<file path="src/rtl/bus_read_master.sv">
// Purpose : shared read bus initiator; one word per request, bus released before completion.
// Latency : 5 cycles from request accept to done with a zero-wait responder (+1 per responder wait cycle).
// Backpres: req is taken only while ready (IDLE); requests while busy are dropped, not queued.
//
// Ports:
//   clk, rst        - rising-edge clock, asynchronous active-low reset
//   req, req_addr   - local read request, sampled only while ready
//   ready           - high in IDLE (decoded from state)
//   done, err       - one-cycle completion pulse; err=1 marks a timeout abort
//   rdata           - last successfully captured read data
//   rd, addr        - registered bus read strobe and address
//   din, den        - responder data and data-enable
//
// Optional feature: define BUS_RD_TIMEOUT_EN to abort reads that no responder
// claims within TIMEOUT cycles. Without it REQ waits indefinitely and err is 0.
module bus_read_master #(
    parameter int AW      = 8,
    parameter int DW      = 8,
    parameter int TIMEOUT = 16
) (
    input  logic          clk,
    input  logic          rst,
    input  logic          req,
    input  logic [AW-1:0] req_addr,
    output logic          ready,
    output logic          done,
    output logic          err,
    output logic [DW-1:0] rdata,
    output logic          rd,
    output logic [AW-1:0] addr,
    input  logic [DW-1:0] din,
    input  logic          den
);

    localparam logic [1:0] S_IDLE    = 2'd0;
    localparam logic [1:0] S_REQ     = 2'd1;
    localparam logic [1:0] S_RELEASE = 2'd2;

    logic [1:0] state;

    assign ready = (state == S_IDLE);

`ifdef BUS_RD_TIMEOUT_EN
    localparam int            CW       = $clog2(TIMEOUT + 1);
    localparam logic [CW-1:0] CNT_LAST = CW'(TIMEOUT - 1);

    logic [CW-1:0] cnt;       // REQ cycles seen without den
    logic          err_flag;  // outcome of the current read, reported with done
    logic          err_q;

    assign err = err_q;
`else
    logic unused_timeout;
    assign unused_timeout = (TIMEOUT < 2);
    assign err            = 1'b0;
`endif

    always_ff @(posedge clk or negedge rst) begin
        if (!rst) begin
            state <= S_IDLE;
            rd    <= 1'b0;
            addr  <= '0;
            rdata <= '0;
            done  <= 1'b0;
`ifdef BUS_RD_TIMEOUT_EN
            cnt      <= '0;
            err_flag <= 1'b0;
            err_q    <= 1'b0;
`endif
        end else begin
            // done and err are single-cycle; they clear unless re-armed below
            done <= 1'b0;
`ifdef BUS_RD_TIMEOUT_EN
            err_q <= 1'b0;
`endif
            case (state)
                S_IDLE: begin
                    if (req) begin
                        state <= S_REQ;
                        rd    <= 1'b1;
                        addr  <= req_addr;
`ifdef BUS_RD_TIMEOUT_EN
                        cnt   <= '0;
`endif
                    end
                end
                S_REQ: begin
                    // den has priority over an expiring timeout
                    if (den) begin
                        rdata <= din;
                        rd    <= 1'b0;
                        state <= S_RELEASE;
`ifdef BUS_RD_TIMEOUT_EN
                        err_flag <= 1'b0;
                    end else if (cnt == CNT_LAST) begin
                        rd       <= 1'b0;
                        err_flag <= 1'b1;
                        state    <= S_RELEASE;
                    end else begin
                        cnt <= cnt + CW'(1);
`endif
                    end
                end
                S_RELEASE: begin
                    // responder drops den one cycle after seeing rd low
                    if (!den) begin
                        state <= S_IDLE;
                        done  <= 1'b1;
`ifdef BUS_RD_TIMEOUT_EN
                        err_q <= err_flag;
`endif
                    end
                end
                default: begin
                    state <= S_IDLE;
                    rd    <= 1'b0;
                end
            endcase
        end
    end

endmodule

</file>
<file path="config.mk">
export PLATFORM = sky130hd
export DESIGN_NAME = bus_read_master
export DESIGN_NICKNAME = d
export VERILOG_FILES = /design/src/rtl/bus_read_master.sv
export SDC_FILE = /design/constraint.sdc
export NUM_CORES = 1
export LEC_CHECK = 0
export ABC_AREA = 1
export CORE_MARGIN = 2
export CORE_UTILIZATION = 35
export CTS_CLUSTER_DIAMETER = 40
export DETAILED_ROUTE_END_ITERATION = 8
export GPL_TIMING_DRIVEN = 0
export HOLD_SLACK_MARGIN = 0.03
export MAX_ROUTING_LAYER = met4
export PLACE_DENSITY = 0.71
export RECOVER_POWER = 50
export SYNTH_ARGS = -nofsm -noshare
export SYNTH_HDL_FRONTEND = slang
export SYNTH_SLANG_ARGS = --single-unit
</file>
<file path="constraint.sdc">
create_clock -name clk -period 1.3 [get_ports clk]
set_input_delay 0.195 -clock clk [delete_from_list [all_inputs] [get_ports clk]]
set_output_delay 0.195 -clock clk [all_outputs]
set_load 0.03 [all_outputs]
</file>
# Word level (Yosys, flattened, before mapping)
# Index checks and enable logic that the tools add are counted.
# totals
ff_bits,20
input_bits,20
output_inout_bits,20
elab_cells,25
# classes
n_eq_ne,5
muxes,9
bitwise_logic,1
reduce_logical,5
# ops
operator,n
two-way mux 2 bit,3
!= test 2 bit (second input constant),3
case mux 2 bit (3 select lines),1
AND reduction 3 bit,2
two-way mux 1 bit,4
AND reduction 2 bit,2
case mux 1 bit (3 select lines),1
equality test 2 x 1 -> 1 bit (second input constant),1
equality test 2 bit (second input constant),1
zero test 2 bit,1
NOT 1 bit,1

# Depth between registers and ports, before layout
# depth
ltp_word,3
depth_mapped,4
mapped_depth_nobuf,4

# Least setup slack after synthesis
# Ideal clock, no wire load.
# synth_timing
kind,register to register
startpoint,reg state[1]
endpoint,reg addr[0]
t_arrival_ns,1.019
t_required_ns,1.182
slack_ns,0.163
path_stages_with_launch,5
n_path_buf,0
period_less_slack_ns,1.137
cell_sequence,dfrtp_1 nor2_4 nand2_4 nand2_1 nand2_1
# synth_via
elab_chain_len,2
# synth_rtl
element,line_no,text
start: declaration,39,logic [1:0] state;
start signal: assignment,60,state <= S_IDLE;
start signal: assignment,79,state <= S_REQ;
start signal: assignment,92,state <= S_RELEASE;
zero test 2 bit,n/a,
net ready,25,"output logic ready,"
AND reduction 2 bit (no line),n/a,
end signal: assignment,81,addr <= req_addr;
end: declaration,30,"output logic [AW-1:0] addr,"
# The timed path passes the listed nets, and every way through them passes these cells.
# A chain may end at the register's enable or synchronous reset.

# Worst setup path in the final report
# layout_timing
startpoint,reg rdata[1]
endpoint,out rdata[1]
# layout_rtl
element,line_no,text
start: declaration,28,"output logic [DW-1:0] rdata,"
start signal: assignment,90,rdata <= din;
# No word-level cell between the ends.

==> qor.yml <==
run_status:
  status: "complete, no violations"
grt:
  grt_use_total_pct: 15.90
  antenna_found_initial: 0
  grt_pass1_vias: 720
  grt_pass1_wl_um: 3118
  overflow: 0
  grt_start_max_net_pins: 21
finish:
  stdcell_area_um2: 1242
  nets: 149
  syn_to_final_growth_pct: 53.95
  instances_no_fill: 156
  drive_above_1_share_pct: 10.94
  antenna_cells: 0
  fill_cells: 211
sta:
  tightest_slew_ns: 0.8831
  final-hold-violation-count: 0
  fin_crit_ns: 1.247
  fin_skew_ns: 0.004724
  final.period_utilization_pct: 95.91
  maxSlewHeadroom_pct: 40.93
  setup_viol: 0
  tns_ns: 0
  fmax_mhz: 802.1
  rsz0062_at_grt: "false"
  slew_violations: 0
  worst_hold_slack_ns: 0.3184
floorplanning:
  coreArea_um2: 2191
  rows: 17
  die_y_um: 52.02
  die_x_um: 52.02
  io_pins: 40
  start_util_pct: 36.84
  die_area_um2: 2706
critical_path:
  critPathBufInv: 1
  critPathMaxFanout: 2
  crit_required_ns: 1.11
  path_cells: "dlygate4sd2_1"
  worstSetupPathType: "reg2out"
  crit_slowest_cell: "dlygate4sd2_1"
  slowest_delay_ns: 0.40
  cp-start-kind: "flop"
  end_kind: "primary output"
  arrival_ns: 1.05
  cp_top_family: "buffers and inverters"
routing:
  wl_um: 1766
  ant_nets: 0
  drt_iter0_markers: 4
  drc: 0
  drtPass1Iterations: 3
  detail_route.vias_per_cell: 4.596
  vias: 717
  wl_per_cell_um: 11.32
clock_network:
  cts_root_buffer: "clkbuf_4"
  clk_path_buf_depth: 2
  cts_tree: "done"
  htree_levels: 1
  cts.sinks: 20
  clock_latency_ns: 0.29
  cts.clk_slew.worst_paths_ns: 0.11
  numCtsBuffers: 3
synth:
  ys_warn_count: 0
  ys_ff_latch: 20
  seq_area_frac_synth_pct: 62.02
  synth_compound_area_share_pct: 2.171
  synth_nets: 106
  synth-xor-area-share_pct: 0
  synthesis.area_um2: 807.0
  ys_types: 15
  synth_top_family_by_area: "simple AND/OR/NAND/NOR gates"
  synth_fa_ha_area_share_pct: 0
  synthMuxAreaShare_pct: 0
  synth_simple_gate_area_share_pct: 32.56
  synth.avg_cell_area_um2: 9.384
  synth_cells: 86
pwr:
  seq_power_share_pct: 36.0
  p_int_mw: 1.632
  swShare_pct: 46.20
  power.switching_mw: 1.402
  irDropWorstVdd_mv: 1.260
  p_per_area_nw_per_um2: 2442
  leakage_nw: 0.6287
  comb_power_share_pct: 52.5
  power_frac_clock_pct: 11.6
placed_design:
  dp.cells: 151
  port_buffers: 37
  gp_congestion: 0.6772
  post-dp-hpwl_um: 1294
  placed_area_um2: 1212
hold_path:
  hold_path_class: "in2reg"
run:
  drv_cap: 0
-- timing repair --
action                                  CTS  global route
buffers inserted                          1             0
pin swaps                                 1             0
hold buffers                              0             0
endpoints found under the setup margin   19            10
gates resized for setup                  25            13
-- logic make-up (layout without fill, tap and decap cells) --
group	Yosys count	after routing
AOI/OAI and AO/OA	3	3
DFF	20	20
other	1	1
and+or+nand+nor	57	57
buffers and inverters	5	47
-- through the flow --
stage,setup WS [ns],power [mW],utilization (%)
after global placement,-0.3447,2.822,55.34
after detailed placement,-0.3532,2.835,55.34
after floorplan,0.1634,2.100,-
after global routing,0.001693,3.281,56.71
final,0.05323,3.034,56.71
after CTS,0.006796,3.024,56.20
-- sequential cells by signal, summed over array words and instances (netlist names) --
name / flops
addr: 8
done: 1
rd: 1
rdata: 8
state: 2
-- worst paths after layout --
path	startpoint	to	slack (ns)	cells past startpoint
max	rdata[1]$_DFFE_PN0P_	rdata[1]	0.05	1
min in group asynchronous	rst	rdata[2]$_DFFE_PN0P_	0.46	1
min reg2reg	addr[1]$_DFFE_PN0P_	addr[1]$_DFFE_PN0P_	0.48	2
min	req	addr[1]$_DFFE_PN0P_	0.32	3
max reg2reg	state[0]$_DFFE_PN0P_	addr[3]$_DFFE_PN0P_	0.19	5
max in group asynchronous	rst	state[0]$_DFFE_PN0P_	0.24	1
-- cells in the mapped netlist --
| cell type | number | area share, % |
|---|---|---|
| nand2_1 | 36 | 17 |
| dfrtp_1 | 20 | 62 |
| nand3_1 | 16 | 9.9 |
| nor2_4 | 2 | 2.8 |
| o21ai_0 | 2 | 1.2 |
| a21boi_0 | 1 | 0.93 |
| buf_1 | 1 | 0.46 |
| buf_4 | 1 | 0.93 |
| clkbuf_1 | 1 | 0.46 |
| conb_1 | 1 | 0.46 |
| inv_1 | 1 | 0.46 |
| inv_2 | 1 | 0.46 |
| nand2_4 | 1 | 1.4 |
| nand3_2 | 1 | 1.2 |
| nor2_1 | 1 | 0.46 |
-- placed cells by master (no fill, tap or decap) --
cell type | netlist | routed
a21boi_0 | 1 | 1
nand3_1 | 16 | 16
nand2_1 | 36 | 36
clkdlybuf4s50_1 | 0 | 16
nor2_1 | 1 | 1
conb_1 | 1 | 1
inv_2 | 1 | 1
dlygate4sd3_1 | 0 | 2
clkbuf_8 | 0 | 1
buf_1 | 1 | 1
nand2_4 | 1 | 1
buf_4 | 1 | 2
clkdlybuf4s15_1 | 0 | 8
dlygate4sd2_1 | 0 | 9
buf_6 | 0 | 1
nor2_4 | 2 | 2
dfrtp_1 | 20 | 18
o21ai_0 | 2 | 2
nand3_2 | 1 | 1
clkbuf_4 | 0 | 3
clkbuf_1 | 1 | 2
inv_1 | 1 | 1
dfrtp_2 | 0 | 2
-- cell type report --
class	count	area (µm²)	area share (%)
flip-flops and latches	20	503.0	40.48
repair buffers	38	361.6	29.10
multi-input cells	61	284.0	22.86
clock buffers	4	36.28	2.920
well taps	28	35.03	2.820
plain buffers	3	15.01	1.208
inverters	2	7.507	0.6042
-- routing by layer --
layer	global-route usage [%]	up-vias	share of wire, %
met4	5.263	0	0.74
met2	25.11	32	45
li1	-	356	-
met3	4.023	2	8.6
met5	-	-	0
met1	19.96	327	46
-- power by group through the flow --
stage / Sequential (mW) / Clock [mW] / Combinational (mW)
after floorplan: 1.61 / 0 / 0.493
after global placement: 1.10 / 0 / 1.72
after detailed placement: 1.11 / 0 / 1.73
after CTS: 1.09 / 0.365 / 1.57
after global routing: 1.14 / 0.395 / 1.75
final: 1.09 / 0.351 / 1.59
Note: power is estimated with default switching activity, not from simulation.
